`config.mk`:
```
export PLATFORM = sky130hd
export DESIGN_NAME = data_memory_responder
export DESIGN_NICKNAME = d
export VERILOG_FILES = /design/src/rtl/dmem_pkg.sv /design/src/rtl/dmem_ram.sv /design/src/rtl/data_memory_responder.sv
export SDC_FILE = /design/constraint.sdc
export NUM_CORES = 2
export LEC_CHECK = 0
export ABC_AREA = 0
export ABC_CLOCK_PERIOD_IN_PS = 4280
export CORE_ASPECT_RATIO = 1.25
export CORE_MARGIN = 1
export CORE_UTILIZATION = 57
export DETAILED_ROUTE_END_ITERATION = 10
export PLACE_DENSITY = 0.76
export SLEW_MARGIN = 10
export SYNTH_ARGS = -nofsm -noshare
export SYNTH_HDL_FRONTEND = slang
export SYNTH_SLANG_ARGS = --single-unit
export TNS_END_PERCENT = 30
```
`constraint.sdc`:
```
create_clock -name i_Clk -period 4.28 [get_ports i_Clk]
set_clock_uncertainty 0.1 [all_clocks]
set_input_delay 0.642 -clock i_Clk [delete_from_list [all_inputs] [get_ports i_Clk]]
set_output_delay 0.642 -clock i_Clk [all_outputs]
set_load 0.02 [all_outputs]
```
`src/rtl/dmem_pkg.sv`:
```
// Shared types and constants for the data memory responder.
// Latency: n/a (declarations only).
// Backpressure: n/a.
package dmem_pkg;

    localparam int DEF_ADDR_W = 8;
    localparam int DEF_DATA_W = 8;

    localparam logic RW_READ  = 1'b0;
    localparam logic RW_WRITE = 1'b1;

    typedef enum logic [1:0] {
        IDLE   = 2'd0,
        WAIT   = 2'd1,
        ACCESS = 2'd2,
        DONE   = 2'd3
    } state_t;

endpackage

```
`src/rtl/dmem_ram.sv`:
```
// Single-port synchronous RAM, write enable, registered read, no reset.
// Latency: write lands at the clock edge; read data is valid the cycle after rd_en.
// Backpressure: none; one access per cycle, read register holds when rd_en is low.
module dmem_ram #(
    parameter int ADDR_W = 8,
    parameter int DATA_W = 8
) (
    input  logic              clk,
    input  logic              wr_en,
    input  logic              rd_en,
    input  logic [ADDR_W-1:0] addr,
    input  logic [DATA_W-1:0] wr_data,
    output logic [DATA_W-1:0] rd_data
);

    logic [DATA_W-1:0] mem [0:(1<<ADDR_W)-1];

    // Contents survive reset on purpose; only the storage array and read register live here.
    always_ff @(posedge clk) begin
        if (wr_en) begin
            mem[addr] <= wr_data;
        end
        if (rd_en) begin
            rd_data <= mem[addr];
        end
    end

endmodule

```
`src/rtl/data_memory_responder.sv`:
```
// Data bus memory responder: latches a request, waits WAIT_STATES cycles, accesses a 2^ADDR_W RAM.
// Latency: accept at edge T -> ACCESS in cycle T+1+WAIT_STATES, o_Ready pulse in cycle T+2+WAIT_STATES.
// Backpressure: no queuing; requests are ignored while o_Busy, the core waits for o_Ready.
// Optional feature: DMEM_WRITE_PROTECT_EN rejects writes at addresses >= PROTECT_BASE and pulses o_Fault.
module data_memory_responder
    import dmem_pkg::*;
#(
    parameter int                ADDR_W       = DEF_ADDR_W,
    parameter int                DATA_W       = DEF_DATA_W,
    parameter int                WAIT_STATES  = 1,
    parameter logic [ADDR_W-1:0] PROTECT_BASE = 8'hF0
) (
    input  logic              i_Clk,
    input  logic              i_Rst,
    input  logic              i_Req,
    input  logic [ADDR_W-1:0] i_Addressdata,
    input  logic [DATA_W-1:0] i_Dataout,
    input  logic              i_ReadWrite,
    output logic [DATA_W-1:0] o_Datain,
    output logic              o_Ready,
    output logic              o_Busy,
    output logic              o_Fault
);

    // Counter starts one below the wait count so WAIT lasts exactly WAIT_STATES cycles.
    localparam logic [3:0] WAIT_LOAD = (WAIT_STATES > 0) ? 4'(WAIT_STATES - 1) : 4'd0;

    state_t            state;
    state_t            state_nxt;
    logic [3:0]        wait_cnt;
    logic [ADDR_W-1:0] addr_q;
    logic [DATA_W-1:0] data_q;
    logic              rw_q;
    logic [DATA_W-1:0] datain_q;
    logic [DATA_W-1:0] ram_rdata;
    logic              ram_we;
    logic              ram_re;
    logic              prot_hit;
    logic              read_done;

    // State register; reset aborts any transaction in flight.
    always_ff @(posedge i_Clk or posedge i_Rst) begin
        if (i_Rst) begin
            state <= IDLE;
        end else begin
            state <= state_nxt;
        end
    end

    // Next-state decode; bus inputs only matter in IDLE.
    always_comb begin
        state_nxt = state;
        case (state)
            IDLE: begin
                if (i_Req) begin
                    state_nxt = (WAIT_STATES > 0) ? WAIT : ACCESS;
                end
            end
            WAIT: begin
                if (wait_cnt == 4'd0) begin
                    state_nxt = ACCESS;
                end
            end
            ACCESS:  state_nxt = DONE;
            DONE:    state_nxt = IDLE;
            default: state_nxt = IDLE;
        endcase
    end

    // Request capture and wait countdown; the access uses only these latched copies.
    always_ff @(posedge i_Clk or posedge i_Rst) begin
        if (i_Rst) begin
            addr_q   <= '0;
            data_q   <= '0;
            rw_q     <= RW_READ;
            wait_cnt <= 4'd0;
        end else if (state == IDLE && i_Req) begin
            addr_q   <= i_Addressdata;
            data_q   <= i_Dataout;
            rw_q     <= i_ReadWrite;
            wait_cnt <= WAIT_LOAD;
        end else if (state == WAIT && wait_cnt != 4'd0) begin
            wait_cnt <= wait_cnt - 4'd1;
        end
    end

`ifdef DMEM_WRITE_PROTECT_EN
    assign prot_hit = (rw_q == RW_WRITE) && (addr_q >= PROTECT_BASE);
`else
    assign prot_hit = 1'b0;
    logic unused_protect_base;
    assign unused_protect_base = ^PROTECT_BASE;
`endif

    assign ram_we    = (state == ACCESS) && (rw_q == RW_WRITE) && !prot_hit;
    assign ram_re    = (state == ACCESS) && (rw_q == RW_READ);
    assign read_done = (state == DONE) && (rw_q == RW_READ);

    dmem_ram #(
        .ADDR_W (ADDR_W),
        .DATA_W (DATA_W)
    ) u_ram (
        .clk     (i_Clk),
        .wr_en   (ram_we),
        .rd_en   (ram_re),
        .addr    (addr_q),
        .wr_data (data_q),
        .rd_data (ram_rdata)
    );

    // Hold the last read result so o_Datain stays stable until the next read completes.
    always_ff @(posedge i_Clk or posedge i_Rst) begin
        if (i_Rst) begin
            datain_q <= '0;
        end else if (read_done) begin
            datain_q <= ram_rdata;
        end
    end

    // Fresh RAM data is visible in the DONE cycle itself, the held copy otherwise.
    assign o_Datain = read_done ? ram_rdata : datain_q;
    assign o_Ready  = (state == DONE);
    assign o_Busy   = (state != IDLE);
    assign o_Fault  = (state == DONE) && prot_hit;

endmodule

```
# [Yosys cells after proc, flatten, opt, wreduce, memory -nomap -nowiden]
# Memories as Yosys holds them, arrays and structs flattened. A register that Yosys moved wholly into a read port is not among the register bits.
# Cells that the tools add are included.
[classes] n_eq_ne=5 shift=0 n_reduce_logical=11 div_mod_pow=0 mux=8 multipliers=0 bitwise_logic=1 magnitude_cmp=0 addsub=1
[ops] cell="$mux 4" n=2
[ops] cell="$mux 8" n=1
[ops] cell="$pmux 2 s4" n=1
[ops] cell="$logic_and 1x1->1" n=5
[ops] cell="$eq 2x2->1 const B" n=2
[ops] cell="$logic_not 4->1" n=1
[ops] cell="$mux 2" n=2
[ops] cell="$ne 2x2->1 const B" n=2
[ops] cell="$reduce_bool 2->1" n=2
[ops] cell="$reduce_bool 4->1" n=1
[ops] cell="$sub 4x1->4 const B" n=1
[ops] cell="$eq 2x1->1 const B" n=1
[ops] cell="$logic_not 2->1" n=1
[ops] cell="$mux 1" n=2
[ops] cell="$reduce_and 2->1" n=1
[ops] cell="$not 1->1" n=1
[word_totals] latchBits=0 out_inout_bits=11 mem_bits_ro=0 ram_bits=2048 elab_cells=33 mem_count=1 input_bits=20 regBits=31
[mem_list] name="u_ram.mem" depth=256 width=8 read_ports=1 rd_ports_with_merged_regs=1 write_ports=1 line="dmem_ram.sv:16" rtl="logic [DATA_W-1:0] mem [0:(1<<ADDR_W)-1];"

# [Longest topological paths before layout]
[logic_depth] depth_word=4 mapped_depth=9 ltp_nobuf=7

# [By module]
# A second synthesis with hierarchy kept.
[unflattened] cells_unflattened=3646 hier_area_um2=79957.9
[by_module_without_submodules] module="dmem_ram" instances=1 cells_per_inst=3547 seq_area_each_um2=61739.2 area_each_um2=78572.9
[by_module_without_submodules] module="data_memory_responder" instances=1 cells_per_inst=99 seq_area_each_um2=775.7 area_each_um2=1385.1

# [Worst setup path before layout]
# No wires, ideal clock.
[synth_timing] kind="register to register" startpoint="register data_q[0]" endpoint="memory u_ram.mem[0][0] (data pin)" slack_ps=198 stages_incl_launch_ff=1 setup_ps=803 n_path_buf=0 required_time_ps=3377 arrival_ps=3179 synth_period_minus_slack_ps=4082 cell_sequence="dfrtp_1"
[synth_rtl] element="from (decl)" line="data_memory_responder.sv:32" rtl="logic [DATA_W-1:0] data_q;"
[synth_rtl] element="from (signal assigned)" line="data_memory_responder.sv:79" rtl="data_q <= i_Dataout;"
[synth_rtl] element="to (decl)" line="dmem_ram.sv:16"
# No word-level cell before the write port.

==> impl_metrics.csv <==
group,metric,value,unit
outcome,outcome,"completed",
cts,clock-sinks,2087,
timing,timing.slew.headroom,0.108,
cts,htree_levels,4,
grt,grt_pass1_wl,280,mm
placed_design,io_buffers,29,
final_layout,nFillCells,8565,
cts,cts_hold_buf,0,
die,die_h,420,um
final_layout,instances_no_fill,6021,
power_and_ir_drop,p_comb_frac,0.287,
cts,cts_made_buffers,183,
yosys,syn-num-nets,3646,
yosys,yosys_warnings,0,
route,met2_length,96.5,mm
power_and_ir_drop,p_leak,28.5,nW
timing,finalHoldViolations,0,
hold_path,hold_class,"input pin to register",
critical_path,critPathRequiredTime,4.71,ns
die,die_width,336,um
route,top_layer,"met5",
timing,tns,0,ns
route,via_per_inst,6.71,
critical_path,reg2reg_depth,9,
grt,grt_pass1_vias,40700,
final_layout,final_area,91000,um2
yosys,yosysSeqAreaShare,0.785,
route,antenna_left,0,
cts,post_cts_buffers,0,
route,drc,0,
timing,grt_setup_unrepaired,"false",
critical_path,r2r-start,"addr_q[0]$_DFFE_PP0P_",
die,start_util,0.573,
critical_path,critPathLaunch,"addr_q[0]$_DFFE_PP0P_",
route,wl_met1,67.3,mm
yosys,synthMuxAreaShare,0.148,
timing,fmax,245,MHz
yosys,syn-mean-instance-area,22.0,um2
final_layout,postLayoutCoreUtil,0.654,
yosys,syn_area,79700,um2
critical_path,endpoint,"u_ram.rd_data[6]$_DFFE_PP_",
yosys,synth_top_family_by_area,"multiplexers",
timing,period_minus_slack,4.08,ns
final_layout,ff_latch_area,62600,um2
die,core.rowCount,153,
route,wl_per_cell,32.2,um
power_and_ir_drop,p_per_area,676,nW/um2
route,drtIter0Drc,5432,
yosys,syn_inst,3620,
cts,path_clk_slew,0.06,ns
grt,grt_max_degree,129,
critical_path,cp.arrival,4.51,ns
power_and_ir_drop,ir_worst_vdd,0.559,mV
cts,root_buffer,"clkbuf_16",
route,dr.pass1.iters,5,
route,vias,40400,
critical_path,cp_max_fo,20,
yosys,synth_xor_area_frac,0.000330,
timing,setup_violations,0,
timing,period_share,0.954,
critical_path,start_kind,"register",
placed_design,dp_cells,5673,
critical_path,reg2reg_to,"u_ram.rd_data[6]$_DFFE_PP_",
timing,report.final.slew_viol_count,0,
yosys,ys_ff_latch,2087,
yosys,synthAdderAreaFrac,0.000942,
final_layout,drive_above_1_share,0.301,
die,pin_count,31,
grt,overflow,0,
final_layout,multi_input_area,16200,um2
final_layout,syn_to_final_growth,14.2,%
placed_design,placed_area,84800,um2
job,maxCapViolCount,0,
yosys,synth_cell_types,30,
yosys,synth_compound_area_frac,0.0364,
die,core-area,139000,um2
critical_path,path_class,"register to register",
cts,ctsResizeCount,0,
power_and_ir_drop,seqPwrFrac,0.440,
cts,cts_tree,"yes",
critical_path,rrSetupSlack,0.20,ns
die,die_area,141000,um2
placed_design,gp_congestion,0.878,
power_and_ir_drop,total_power,0.0615,W
power_and_ir_drop,power.share.clock,0.273,
cts,clock_latency,0.83,ns
critical_path,endpoint_kind,"register",
route,met3_length,19.7,mm
power_and_ir_drop,power.switching,0.0194,W
cts,cts.path.max_buffers,3,
route,postRouteWirelength,194,mm
placed_design,dp_hpwl,115,mm
grt,grt.total_usage,0.280,
yosys,synthSimpleGateAreaFrac,0.0161,
grt,antenna_found_initial,4,
final_layout,layout.nets,4024,
power_and_ir_drop,switching_share,0.315,
power_and_ir_drop,internal_power,0.0421,W
timing,max_slew.worst_pin.slew,1.34,ns
[worst min path at each step]
stage | endpoint | cells after the start | slack [ns] | from
after floorplan | wait_cnt[3]$_DFFE_PP0P_ | 2 | 0.42 | wait_cnt[3]$_DFFE_PP0P_
after global placement | datain_q[6]$_DFF_PP0_ | 1 | 0.44 | datain_q[6]$_DFF_PP0_
after detailed placement | datain_q[1]$_DFF_PP0_ | 1 | 0.46 | datain_q[1]$_DFF_PP0_
after CTS | data_q[1]$_DFFE_PP0P_ | 2 | 0.27 | i_Rst
after global routing | data_q[1]$_DFFE_PP0P_ | 2 | 0.32 | i_Dataout[1]
final | data_q[1]$_DFFE_PP0P_ | 2 | 0.33 | i_Dataout[1]
[logic make-up after synthesis]
family	Yosys count
XOR/XNOR	3
AO/OA/AOI/OAI	426
multiplexers	537
buffers and inverters	236
other	1
adder cells (fa/ha/maj)	6
AND/OR/NAND/NOR	324
flip-flops	2087
[cell usage in the layout, fill, tap and decap left out, types with 7 or more instances in the layout]
cell	synthesis	layout
nand2_2	0	16
nor2_1	262	261
clkinv_1	0	25
clkbuf_8	0	14
dfrtp_1	31	21
a22oi_1	256	256
mux2_2	25	25
bufinv_16	0	19
o41ai_1	32	32
a21oi_1	133	133
clkbuf_1	150	33
clkinv_2	0	48
dfrtp_4	0	10
clkbuf_16	0	185
buf_4	9	351
inv_6	0	7
clkdlybuf4s50_1	0	29
buf_12	0	41
nand4_1	8	8
nand2_1	32	16
edfxtp_1	2056	2056
inv_1	8	7
mux4_2	512	512
[flip-flops by register name, indices dropped and copies added, names as in the netlist]
name and count:
state 2, u_ram.rd_data 8, wait_cnt 4, addr_q 8
datain_q 8, rw_q 1, u_ram.mem 2048, data_q 8
[metrics by stage]
stage	hold WS (ns)	setup slack (ns)
floorplan	0.424	0.198
global placement	0.438	0.264
detailed placement	0.458	0.242
CTS	0.275	0.187
global route	0.322	0.0116
finish	0.328	0.198
[worst max-delay path: stages, from the launching register on]
cell,delay [ns]
dfrtp_4,0.85
buf_12,0.31
buf_4,0.27
buf_4,0.19
mux4_2,0.51
a22oi_1,0.17
a21oi_1,0.12
o41ai_1,0.88
buf_4,0.26
nand4_1,0.09
[cell usage after synthesis, drive strengths merged]
library cell	instances	area share
nand2b	3	0.00024
nor3	2	0.00013
inv	8	0.00038
buf	78	0.0057
edfxtp	2056	0.78
o41ai	32	0.0035
mux2	25	0.0035
conb	1	0.000047
xnor2	2	0.00022
nand4	8	0.00063
a22oi	256	0.024
a21oi	133	0.0084
o21ai	3	0.00019
xor2	1	0.00011
and2	2	0.00016
dfrtp	31	0.0097
nor2b	7	0.00055
nor4	1	0.000079
nor2	262	0.012
nand3	5	0.00031
o31ai	1	0.000094
ha	6	0.00094
or2	2	0.00016
clkbuf	150	0.0071
nand2	32	0.0015
mux4	512	0.14
o21a	1	0.000094
[cell type report]
cell class	count	share of cell area
clock buffers	232	0.0544
repair buffers	421	0.0412
diodes	3	0.0000825
multi-input cells	1297	0.178
inverters	8	0.000330
well taps	1860	0.0256
flip-flops and latches	2087	0.688
clock inverters	113	0.0130
[per-layer routing]
layer / vias up / track usage
met3: 526 / 0.0576
met5: - / 0
met4: 4 / 0.134
met2: 2653 / 0.454
met1: 21200 / 0.366
li1: 16000 / -
[power groups by stage]
stage / logic (W) / clock network (W) / registers, W
final: 0.0176 / 0.0168 / 0.0271
after global routing: 0.0184 / 0.0176 / 0.0271
after CTS: 0.0176 / 0.0169 / 0.0270
after detailed placement: 0.0174 / 0 / 0.0275
after global placement: 0.0171 / 0 / 0.0274
after floorplan: 0.00974 / 0 / 0.0284
No activity file was read; power rests on OpenSTA's default activity.
